File: config.mk
export PLATFORM = sky130hd
export DESIGN_NAME = ultrasonic_sequencer
export DESIGN_NICKNAME = d
export VERILOG_FILES = /design/src/rtl/ultra_pkg.sv /design/src/rtl/echo_sync.sv /design/src/rtl/ultrasonic_sequencer.sv
export SDC_FILE = /design/constraint.sdc
export NUM_CORES = 1
export LEC_CHECK = 0
export BUFFER_PORTS_ARGS = -buffer_cell sky130_fd_sc_hd__clkbuf_2
export CAP_MARGIN = 20
export CORE_MARGIN = 2
export CORE_UTILIZATION = 61
export DETAILED_ROUTE_END_ITERATION = 10
export MAX_ROUTING_LAYER = met4
export PLACE_DENSITY = 0.8
export SLEW_MARGIN = 20
export SYNTH_ARGS = -nofsm -noshare
export SYNTH_HDL_FRONTEND = slang
export SYNTH_HIERARCHICAL = 1
export SYNTH_SLANG_ARGS = --single-unit
File: constraint.sdc
create_clock -name clk -period 2.8 [get_ports clk]
set_input_delay 0 -clock clk [delete_from_list [all_inputs] [get_ports clk]]
set_output_delay 0 -clock clk [all_outputs]
set_load 0.1 [all_outputs]
File: src/rtl/ultra_pkg.sv
// Shared constants and state encoding for the ultrasonic ranging path.
// The distance/LED logic reuses the clock and per-centimetre scale.
package ultra_pkg;

    typedef enum logic [2:0] {
        IDLE,
        TRIG,
        WAIT_RISE,
        MEASURE,
        HOLDOFF
    } state_t;

    localparam int unsigned CLK_HZ             = 50_000_000;
    localparam int unsigned CYCLES_PER_CM      = 2950;
    localparam int unsigned DEF_TRIG_CYCLES    = 500;
    localparam int unsigned DEF_PERIOD_CYCLES  = 3_000_000;
    localparam int unsigned DEF_TIMEOUT_CYCLES = 1_250_000;
    localparam int unsigned DEF_CNT_W          = 22;

endpackage

File: src/rtl/echo_sync.sv
// Two-flop synchroniser for the raw echo pin, plus a registered previous
// value so that rising and falling edges are single-cycle qualifiers.
module echo_sync (
    input  logic clk,
    input  logic rst,
    input  logic echo,
    output logic echo_s,
    output logic echo_rise,
    output logic echo_fall
);

    logic [1:0] sync;
    logic       prev;

    always_ff @(posedge clk) begin
        if (rst) begin
            sync <= '0;
            prev <= 1'b0;
        end else begin
            sync <= {sync[0], echo};
            prev <= sync[1];
        end
    end

    assign echo_s    = sync[1];
    assign echo_rise = sync[1] & ~prev;
    assign echo_fall = ~sync[1] & prev;

endmodule

File: src/rtl/ultrasonic_sequencer.sv
// Periodic trigger / echo-width measurement sequencer for an HC-SR04 style
// sensor. Publishes one width-or-timeout result per measurement period.
module ultrasonic_sequencer
    import ultra_pkg::*;
#(
    parameter int unsigned TRIG_CYCLES    = DEF_TRIG_CYCLES,
    parameter int unsigned PERIOD_CYCLES  = DEF_PERIOD_CYCLES,
    parameter int unsigned TIMEOUT_CYCLES = DEF_TIMEOUT_CYCLES,
    parameter int unsigned NEAR_MIN       = CYCLES_PER_CM,
    parameter int unsigned NEAR_MAX       = 5 * CYCLES_PER_CM,
    parameter int unsigned CNT_W          = DEF_CNT_W
) (
    input  logic             clk,
    input  logic             rst,
    input  logic             enable,
    input  logic             echo,
    output logic             trig,
    output logic             busy,
    output logic             meas_valid,
    output logic [CNT_W-1:0] meas_cycles,
    output logic             timeout,
    output logic             near,
    output logic             led
);

    // Counters start at 0 on entry, so "reached N" is seen as N-1 on the
    // edge that performs the N-th cycle's transition.
    localparam logic [CNT_W-1:0] TRIG_LAST = CNT_W'(TRIG_CYCLES - 1);
    localparam logic [CNT_W-1:0] PER_LAST  = CNT_W'(PERIOD_CYCLES - 1);
    localparam logic [CNT_W-1:0] TMO_LAST  = CNT_W'(TIMEOUT_CYCLES - 1);
    localparam logic [CNT_W-1:0] TMO_VAL   = CNT_W'(TIMEOUT_CYCLES);
    localparam logic [CNT_W-1:0] NMIN      = CNT_W'(NEAR_MIN);
    localparam logic [CNT_W-1:0] NMAX      = CNT_W'(NEAR_MAX);

    function automatic logic [CNT_W-1:0] sat_inc(input logic [CNT_W-1:0] v);
        return (&v) ? v : v + CNT_W'(1);
    endfunction

    state_t           state;
    logic [CNT_W-1:0] period_cnt;
    logic [CNT_W-1:0] trig_cnt;
    logic [CNT_W-1:0] tmo_cnt;
    logic [CNT_W-1:0] width_cnt;
    logic             echo_s;
    logic             echo_rise;
    logic             echo_fall;
    logic             width_near;
    logic             tmo_hit;

    echo_sync u_echo_sync (
        .clk       (clk),
        .rst       (rst),
        .echo      (echo),
        .echo_s    (echo_s),
        .echo_rise (echo_rise),
        .echo_fall (echo_fall)
    );

    assign width_near = (width_cnt > NMIN) && (width_cnt < NMAX);
    assign tmo_hit    = (tmo_cnt >= TMO_LAST);
    assign busy       = (state != IDLE);

    always_ff @(posedge clk) begin
        if (rst) begin
            state       <= IDLE;
            period_cnt  <= '0;
            trig_cnt    <= '0;
            tmo_cnt     <= '0;
            width_cnt   <= '0;
            trig        <= 1'b0;
            meas_valid  <= 1'b0;
            meas_cycles <= '0;
            timeout     <= 1'b0;
            near        <= 1'b0;
            led         <= 1'b0;
        end else begin
            meas_valid <= 1'b0;
            period_cnt <= sat_inc(period_cnt);
            case (state)
                IDLE, HOLDOFF: begin
                    if (state == IDLE || period_cnt >= PER_LAST) begin
                        if (enable) begin
                            state      <= TRIG;
                            trig       <= 1'b1;
                            period_cnt <= '0;
                            trig_cnt   <= '0;
                        end else begin
                            state <= IDLE;
                        end
                    end
                end
                TRIG: begin
                    if (trig_cnt >= TRIG_LAST) begin
                        state   <= WAIT_RISE;
                        trig    <= 1'b0;
                        tmo_cnt <= '0;
                    end else begin
                        trig_cnt <= sat_inc(trig_cnt);
                    end
                end
                WAIT_RISE, MEASURE: begin
                    tmo_cnt <= sat_inc(tmo_cnt);
                    // A completed echo beats a coincident timeout; a coincident
                    // rise does not.
                    if (state == MEASURE && echo_fall) begin
                        state       <= HOLDOFF;
                        meas_valid  <= 1'b1;
                        meas_cycles <= width_cnt;
                        timeout     <= 1'b0;
                        near        <= width_near;
                        led         <= width_near;
                    end else if (tmo_hit) begin
                        state       <= HOLDOFF;
                        meas_valid  <= 1'b1;
                        meas_cycles <= TMO_VAL;
                        timeout     <= 1'b1;
                        near        <= 1'b0;
                        led         <= 1'b0;
                    end else if (state == WAIT_RISE) begin
                        if (echo_rise) begin
                            state     <= MEASURE;
                            width_cnt <= CNT_W'(1);
                        end
                    end else if (echo_s) begin
                        width_cnt <= sat_inc(width_cnt);
                    end
                end
                default: begin
                    state <= IDLE;
                    trig  <= 1'b0;
                end
            endcase
        end
    end

endmodule

==> metrics.md, run 1 <==
| Metric | Value |
|---|---|
| Post-CTS sizing | `0` |
| Pwr per Cell Area | `637.0 mW/mm²` |
| Leading area contributor after synthesis | `dfxtp_1` |
| Startpoint types | `flip-flop` |
| Mapped Cells | `~660` |
| Synth cell types | `63` |
| Peak supply drop | `~0.50 mV` |
| Residual DRC count | `0` |
| DR pass1 iterations | `6` |
| Crit path DAT | `2.98 ns` |
| HP Class | `input port to flip-flop` |
| Clock tree buffer depth | `2` |
| Leak | `0.002327 µW` |
| Remaining Overflow, GRT | `0` |
| Die X | `99.34 µm` |
| Setup crit end kind | `flip-flop` |
| Root buf cell | `clkbuf_8` |
| YS warnings | `6` |
| Post-DP HPWL | `around 8400 µm` |
| CP top delay family | `simple AND/OR/NAND/NOR gates` |
| Cells along the critical path | `ha_1, and3_1, o311ai_0, a2111o_2, nand3_4, or4_1, a21oi_1` |
| Post-synthesis async set-or-reset flop share | `0%` |
| Setup repair bufs after CTS | `0` |
| DRT iter0 DRCs | `375` |
| Max cap viols | `0` |
| First-pass GRT wire length | `about 22000 µm` |
| #FFs+latches synth | `120` |
| Die area | `0.009867 mm²` |
| Vias in the first global route | `around 4.6k` |
| Synth cell count leaders | `dfxtp_1, nor2_1, nand2_1` |
| Clock Sinks | `120` |
| Worst stage delay on the critical path | `0.58 ns` |
| Slew HR | `50.29%` |
| DR WL/cell | `15.98 µm` |
| Worst-Skew Late Latency | `0.52 ns` |
| Most used flip-flop cell after synthesis | `dfxtp_1` |
| Final setup violation count | `0` |
| Initial antenna violation count | `0` |
| Final core occ | `72.97%` |
| Via Count | `5109` |
| Top cell type's share of synthesized area | `between 40% and 50%` |
| Internal reg-to-reg setup slack | `0.27 ns` |
| Most numerous cell in the Yosys netlist | `dfxtp_1` |
| Largest net degree at the start of global routing | `between 50 and 60` |
| Status | `finished clean` |
| Worst Tran Pin Value | `0.7448 ns` |
| Final Cycle Share | `90.29%` |
| Buffers & Inverters on Critical Path | `0` |
| Fmax achieved | `around 400 MHz` |
| Area Growth Syn to Fin | `15.35%` |
| Avg Synthesized Cell Area | `8.438 µm²` |
| Final GP Congestion | `0.8839` |
| DR vias/cell | `6.331` |
| Post-synthesis net count | `666` |
| Final layout net count | `695` |
| Worst setup startpoint | `tmo_cnt[0]` |
| EDFF count, synth | `0` |
| Synthesized cell area | `0.005544 mm²` |
| GRT Overall Usage | `27.75%` |
| Die Y | `99.34 µm` |
| Port Buf Inserts | `31` |
| Area contributors post-synth | `dfxtp_1, nor2_1, nand2_1` |
| Min Tclk post-route | `2.528 ns` |
| Post-synthesis sequential area ratio | `43.33%` |
| Clk pin slew, worst setup/hold paths | `0.06 ns` |
| Final setup margin | `~0.27 ns` |
| Slowest stage cell, crit path | `or4_1` |
| TritonCTS clock tree | `done` |
| TritonCTS buffer count | `17` |
| H-tree levels | `4` |
| Final WL | `between 10000 and 15000 µm` |
| # fillers | `671` |
| Post-route ant nets | `0` |
| Fin Clk Skew | `0.008869 ns` |
| Layout cells sized above 1 | `a little over an eighth` |
| Ant. Diodes | `0` |
| RSZ-0062 raised after global routing | `no` |
| Io pins | `32` |
| Max FO, Critical Path | `23` |
| # rows | `34` |
| Crit path kind | `flip-flop to flip-flop` |
| Hold_sp | `rst` |
| Critical R2R Launch | `tmo_cnt[0]` |
| Post-route setup TNS | `0 ns` |
| Core Area | `0.008763 mm²` |
| Fin. max-slew vios | `0` |
| Dpl ws | `between 0.3 and 0.4 ns` |
| Final hold violations | `0` |
| CP Data Required Time | `about 3.3 ns` |
| Initial Util | `between 60% and 70%` |
[worst reg2reg max path: cells and delay by family (launching register included)]
family,cells,cell delay (ns)
and+or+nand+nor,3,1.03
DFF,1,0.35
adders and majority gates,1,0.24
AOI/OAI and AO/OA,3,0.85
[placed cells by master (no fill, tap or decap), types with 16 or more instances in the layout]
master     count
dfxtp_1      120
nand2_1       54
nand4_1       25
clkbuf_16     16
o21ai_0       23
clkbuf_2      31
xor2_1        23
a21oi_1       30
nor2_1        88
nor3_1        27
nand3_1       40
[final timing paths]
kind,to,depth (start not counted)
hold reg to reg,u_echo_sync/sync[1],1
setup / recovery,width_cnt[13],7
setup reg to reg,width_cnt[13],7
hold / removal,meas_cycles[19],3
[kinds of logic (layout without fill, tap and decap cells)]
group                    Yosys count  after routing  share of synthesized area, %
AND/OR/NAND/NOR                  331            331                         30.83
AO/OA/AOI/OAI                    121            121                         15.37
flip-flops                       120            120                         43.33
buffers and inverters             41             83                         3.137
XOR/XNOR                          37             37                         5.845
adder cells (fa/ha/maj)            5              5                         1.128
multiplexers                       2              2                        0.3611
[through the flow]
step | hold slack, ns | cell area, µm² | total power (µW) | instances
2_1_floorplan | 0.07161 | 5544 | 1882 | 657
4_1_cts | 0.04661 | 6392 | 4088 | 807
3_3_place_gp | 0.2283 | 5773 | 1919 | 773
5_1_grt | 0.07191 | 6395 | 4197 | 807
3_5_place_dp | 0.2271 | 5773 | 1923 | 773
6_report | 0.07094 | 6395 | 4074 | 807
[area by class of cell]
class / instances / area (µm²) / share of cell area, %
Clock inverter: 13 / 167.7 / 2.622
Clock buffer: 19 / 431.7 / 6.750
Sequential cell: 120 / 2402 / 37.57
Multi-Input combinational cell: 496 / 2970 / 46.45
Timing Repair Buffer: 45 / 265.3 / 4.148
Tap cell: 108 / 135.1 / 2.113
Inverter: 6 / 22.52 / 0.3522
[layer usage]
metal | up-vias | part of all wire (%) | track usage, %
met5 | - | 0 | -
met4 | 0 | 2.1 | 10.33
met3 | 38 | 5.9 | 5.552
met2 | 194 | 47 | 43.04
met1 | 2406 | 45 | 36.10
li1 | 2471 | - | -
[sequential cells by signal, indices dropped and copies added (netlist names)]
register / flops
meas_cycles: 22
trig: 1
u_echo_sync/prev: 1
state: 3
led: 1
meas_valid: 1
tmo_cnt: 22
timeout: 1
width_cnt: 22
trig_cnt: 22
period_cnt: 22
u_echo_sync/sync: 2
[where the power goes]
group / leakage (µW) / internal, µW / switching [µW]
clock: 0.000289 / 1390 / 794
sequential: 0.000968 / 1720 / 15.4
combinational: 0.00107 / 43.7 / 113
total: 0.00233 / 3150 / 923
[what timing repair did]
action                                  4_1_cts  5_1_grt
endpoints found under the setup margin        0        0
hold endpoints to repair                      2        0
hold buffers                                  2        0
(Power assumes the default switching activity.)
==> run 2, diff against run 1 <==
--- a/config.mk
+++ b/config.mk
@@ -5,11 +5,12 @@
 export SDC_FILE = /design/constraint.sdc
 export NUM_CORES = 1
 export LEC_CHECK = 0
-export BUFFER_PORTS_ARGS = -buffer_cell sky130_fd_sc_hd__clkbuf_2
+export BUFFER_PORTS_ARGS = -buffer_cell sky130_fd_sc_hd__buf_2
 export CAP_MARGIN = 20
 export CORE_MARGIN = 2
 export CORE_UTILIZATION = 61
 export DETAILED_ROUTE_END_ITERATION = 10
+export GPL_TIMING_DRIVEN = 0
 export MAX_ROUTING_LAYER = met4
 export PLACE_DENSITY = 0.8
 export SLEW_MARGIN = 20
==> run 2 against run 1 <==
Against the previous run: count of clock-buffer cells in the layout decreased by 1; utilization grew 0.64 points; routed wire length is 8.2% higher; critical path type unchanged; largest power group unchanged.
==> metrics.md, run 2 (synthesis gave the netlist of run 1 again) <==
| Metric | Value |
|---|---|
| Die Y | `99.34 µm (unchanged)` |
| Io pins | `32 (unchanged)` |
| Post-DP HPWL | `9292 µm (was 8351 µm)` |
| Dpl ws | `0.2142 ns (was 0.3254 ns)` |
| GRT Overall Usage | `30.70% (was 27.75%)` |
| DR WL/cell | `16.76 µm (was 15.98 µm)` |
| Final GP Congestion | `0.9275 (was 0.8839)` |
| DRT iter0 DRCs | `429 (was 375)` |
| Most common cell after layout, fill and taps aside | `dfxtp_1 (unchanged)` |
| Crit path kind | `flip-flop to flip-flop (unchanged)` |
| Fin. max-slew vios | `0 (unchanged)` |
| Clock tree buffer depth | `2 (unchanged)` |
| TritonCTS clock tree | `done (unchanged)` |
| Clock Sinks | `120 (unchanged)` |
| Residual DRC count | `0 (unchanged)` |
| Min Tclk post-route | `2.590 ns (was 2.528 ns)` |
| First-pass GRT wire length | `23490 µm (was 21650 µm)` |
| DR pass1 iterations | `5 (was 6)` |
| Worst Tran Pin Value | `0.9643 ns (was 0.7448 ns)` |
| Ant. Diodes | `0 (unchanged)` |
| Remaining Overflow, GRT | `0 (unchanged)` |
| Crit path DAT | `2.96 ns (was 2.98 ns)` |
| Die area | `0.009867 mm² (unchanged)` |
| Post-route setup TNS | `0 ns (unchanged)` |
| Peak supply drop | `0.3740 mV (was 0.5047 mV)` |
| TritonCTS buffer count | `17 (unchanged)` |
| Post-route ant nets | `0 (unchanged)` |
| Fin Clk Skew | `0.01035 ns (was 0.008869 ns)` |
| Fmax achieved | `386.1 MHz (was 395.6 MHz)` |
| Final setup violation count | `0 (unchanged)` |
| Final WL | `13950 µm (was 12890 µm)` |
| Layout cells sized above 1 | `12.43% (was 13.02%)` |
| # rows | `34 (unchanged)` |
| Area Growth Syn to Fin | `16.36% (was 15.35%)` |
| Startpoint types | `flip-flop (unchanged)` |
| Port Buf Inserts | `31 (unchanged)` |
| Core Area | `0.008763 mm² (unchanged)` |
| Most frequent cells in the layout | `dfxtp_1, nor2_1, nand2_1 (unchanged)` |
| Setup repair bufs after CTS | `0 (unchanged)` |
| Max FO, Critical Path | `6 (was 23)` |
| Area of the multi-input gates | `0.002978 mm² (was 0.002970 mm²)` |
| Initial antenna violation count | `0 (unchanged)` |
| Clk pin slew, worst setup/hold paths | `0.06 ns (about the same)` |
| Final Cycle Share | `92.49% (was 90.29%)` |
| H-tree levels | `4 (unchanged)` |
| Leak | `0.002354 µW (was 0.002327 µW)` |
| Root buf cell | `clkbuf_8 (unchanged)` |
| Slew HR | `35.22% (was 50.29%)` |
| RSZ-0062 raised after global routing | `no (unchanged)` |
| Final hold violations | `0 (unchanged)` |
| Tot Pwr | `3983 µW (was 4074 µW)` |
| Worst-Skew Late Latency | `0.53 ns (was 0.52 ns)` |
| DR vias/cell | `6.401 (was 6.331)` |
| Largest net degree at the start of global routing | `17 (was 52)` |
| Initial Util | `63.26% (unchanged)` |
| HP Class | `input port to flip-flop (unchanged)` |
| Status | `finished clean (unchanged)` |
| Via Count | `5326 (was 5109)` |
| Sequential Area | `0.002402 mm² (unchanged)` |
| Setup crit end kind | `flip-flop (unchanged)` |
| Final layout net count | `720 (was 695)` |
| Pwr per Cell Area | `617.4 mW/mm² (was 637.0 mW/mm²)` |
| Final setup margin | `0.2102 ns (was 0.2719 ns)` |
| Die X | `99.34 µm (unchanged)` |
| Max cap viols | `0 (unchanged)` |
| CP Data Required Time | `3.17 ns (was 3.25 ns)` |
| Vias in the first global route | `4872 (was 4582)` |
| # fillers | `667 (was 671)` |
==> run 2: cell count changes in the layout (fill, tap and decap cells not counted), moves of 2 or more <==
cell	change
buf_4	-11
clkbuf_1	+23
buf_2	+37
clkbuf_2	-30
bufinv_16	-2
buf_1	+2
dlygate4sd3_1	+2
==> run 2: metal layers <==
metal / part of all wire [%] / wire (µm) / track usage (%)
met1: 45 / 6295 / 41.42
met2: 46 / 6415 / 44.85
met3: 7.2 / 1011 / 7.027
met4: 1.6 / 223 / 12.22
met5: 0 / 0 / -
==> run 2: repair_timing <==
item                                    in CTS  in global routing
endpoints found under the setup margin       0                 10
hold endpoints to repair                     5                  0
hold buffers                                 4                  0
gates resized for setup                      0                  2
==> run 2: final timing paths <==
path / start / end / slack, ns / depth (start not counted)
max: tmo_cnt[0] / width_cnt[19] / 0.21 / 7
min reg2reg: u_echo_sync/sync[0] / u_echo_sync/sync[1] / 0.44 / 1
max reg2reg: tmo_cnt[0] / width_cnt[19] / 0.21 / 7
min: rst / u_echo_sync/sync[1] / 0.28 / 3
==> run 2: layout make-up <==
cell class	count	area share, %
Sequential cell	120	37.24
Timing Repair Buffer	35	3.026
Multi-Input combinational cell	496	46.16
Clock buffer	18	6.633
Buffer	35	2.347
Tap cell	108	2.095
Inverter	6	0.3491
Clock inverter	14	2.153
==> run 2: critical path, cell delays in order (launching register included) <==
cell and delay [ns]:
dfxtp_1 0.36, ha_1 0.24, and3_1 0.22, o311ai_0 0.38, a2111o_2 0.30, nand2_1 0.13
o21ai_0 0.71, a21oi_1 0.08
==> run 2: power by group <==
part | internal [µW] | switching (µW)
clock | 1220 | 863
sequential | 1720 | 14.7
combinational | 43.2 | 123
total | 2980 | 1000
==> run 2: stage by stage <==
| step | area [µm²] | hold WS, ns | std cells | util, % |
|---|---|---|---|---|
| finish | 6451 | 0.2813 | 832 | 73.62 |
| global route | 6451 | 0.2763 | 832 | 73.62 |
| CTS | 6441 | 0.2583 | 832 | 73.50 |
| detailed placement | 5834 | 0.2273 | 796 | 66.58 |
| global placement | 5834 | 0.2117 | 796 | 66.58 |
| floorplan | 5544 | 0.07161 | 657 | - |
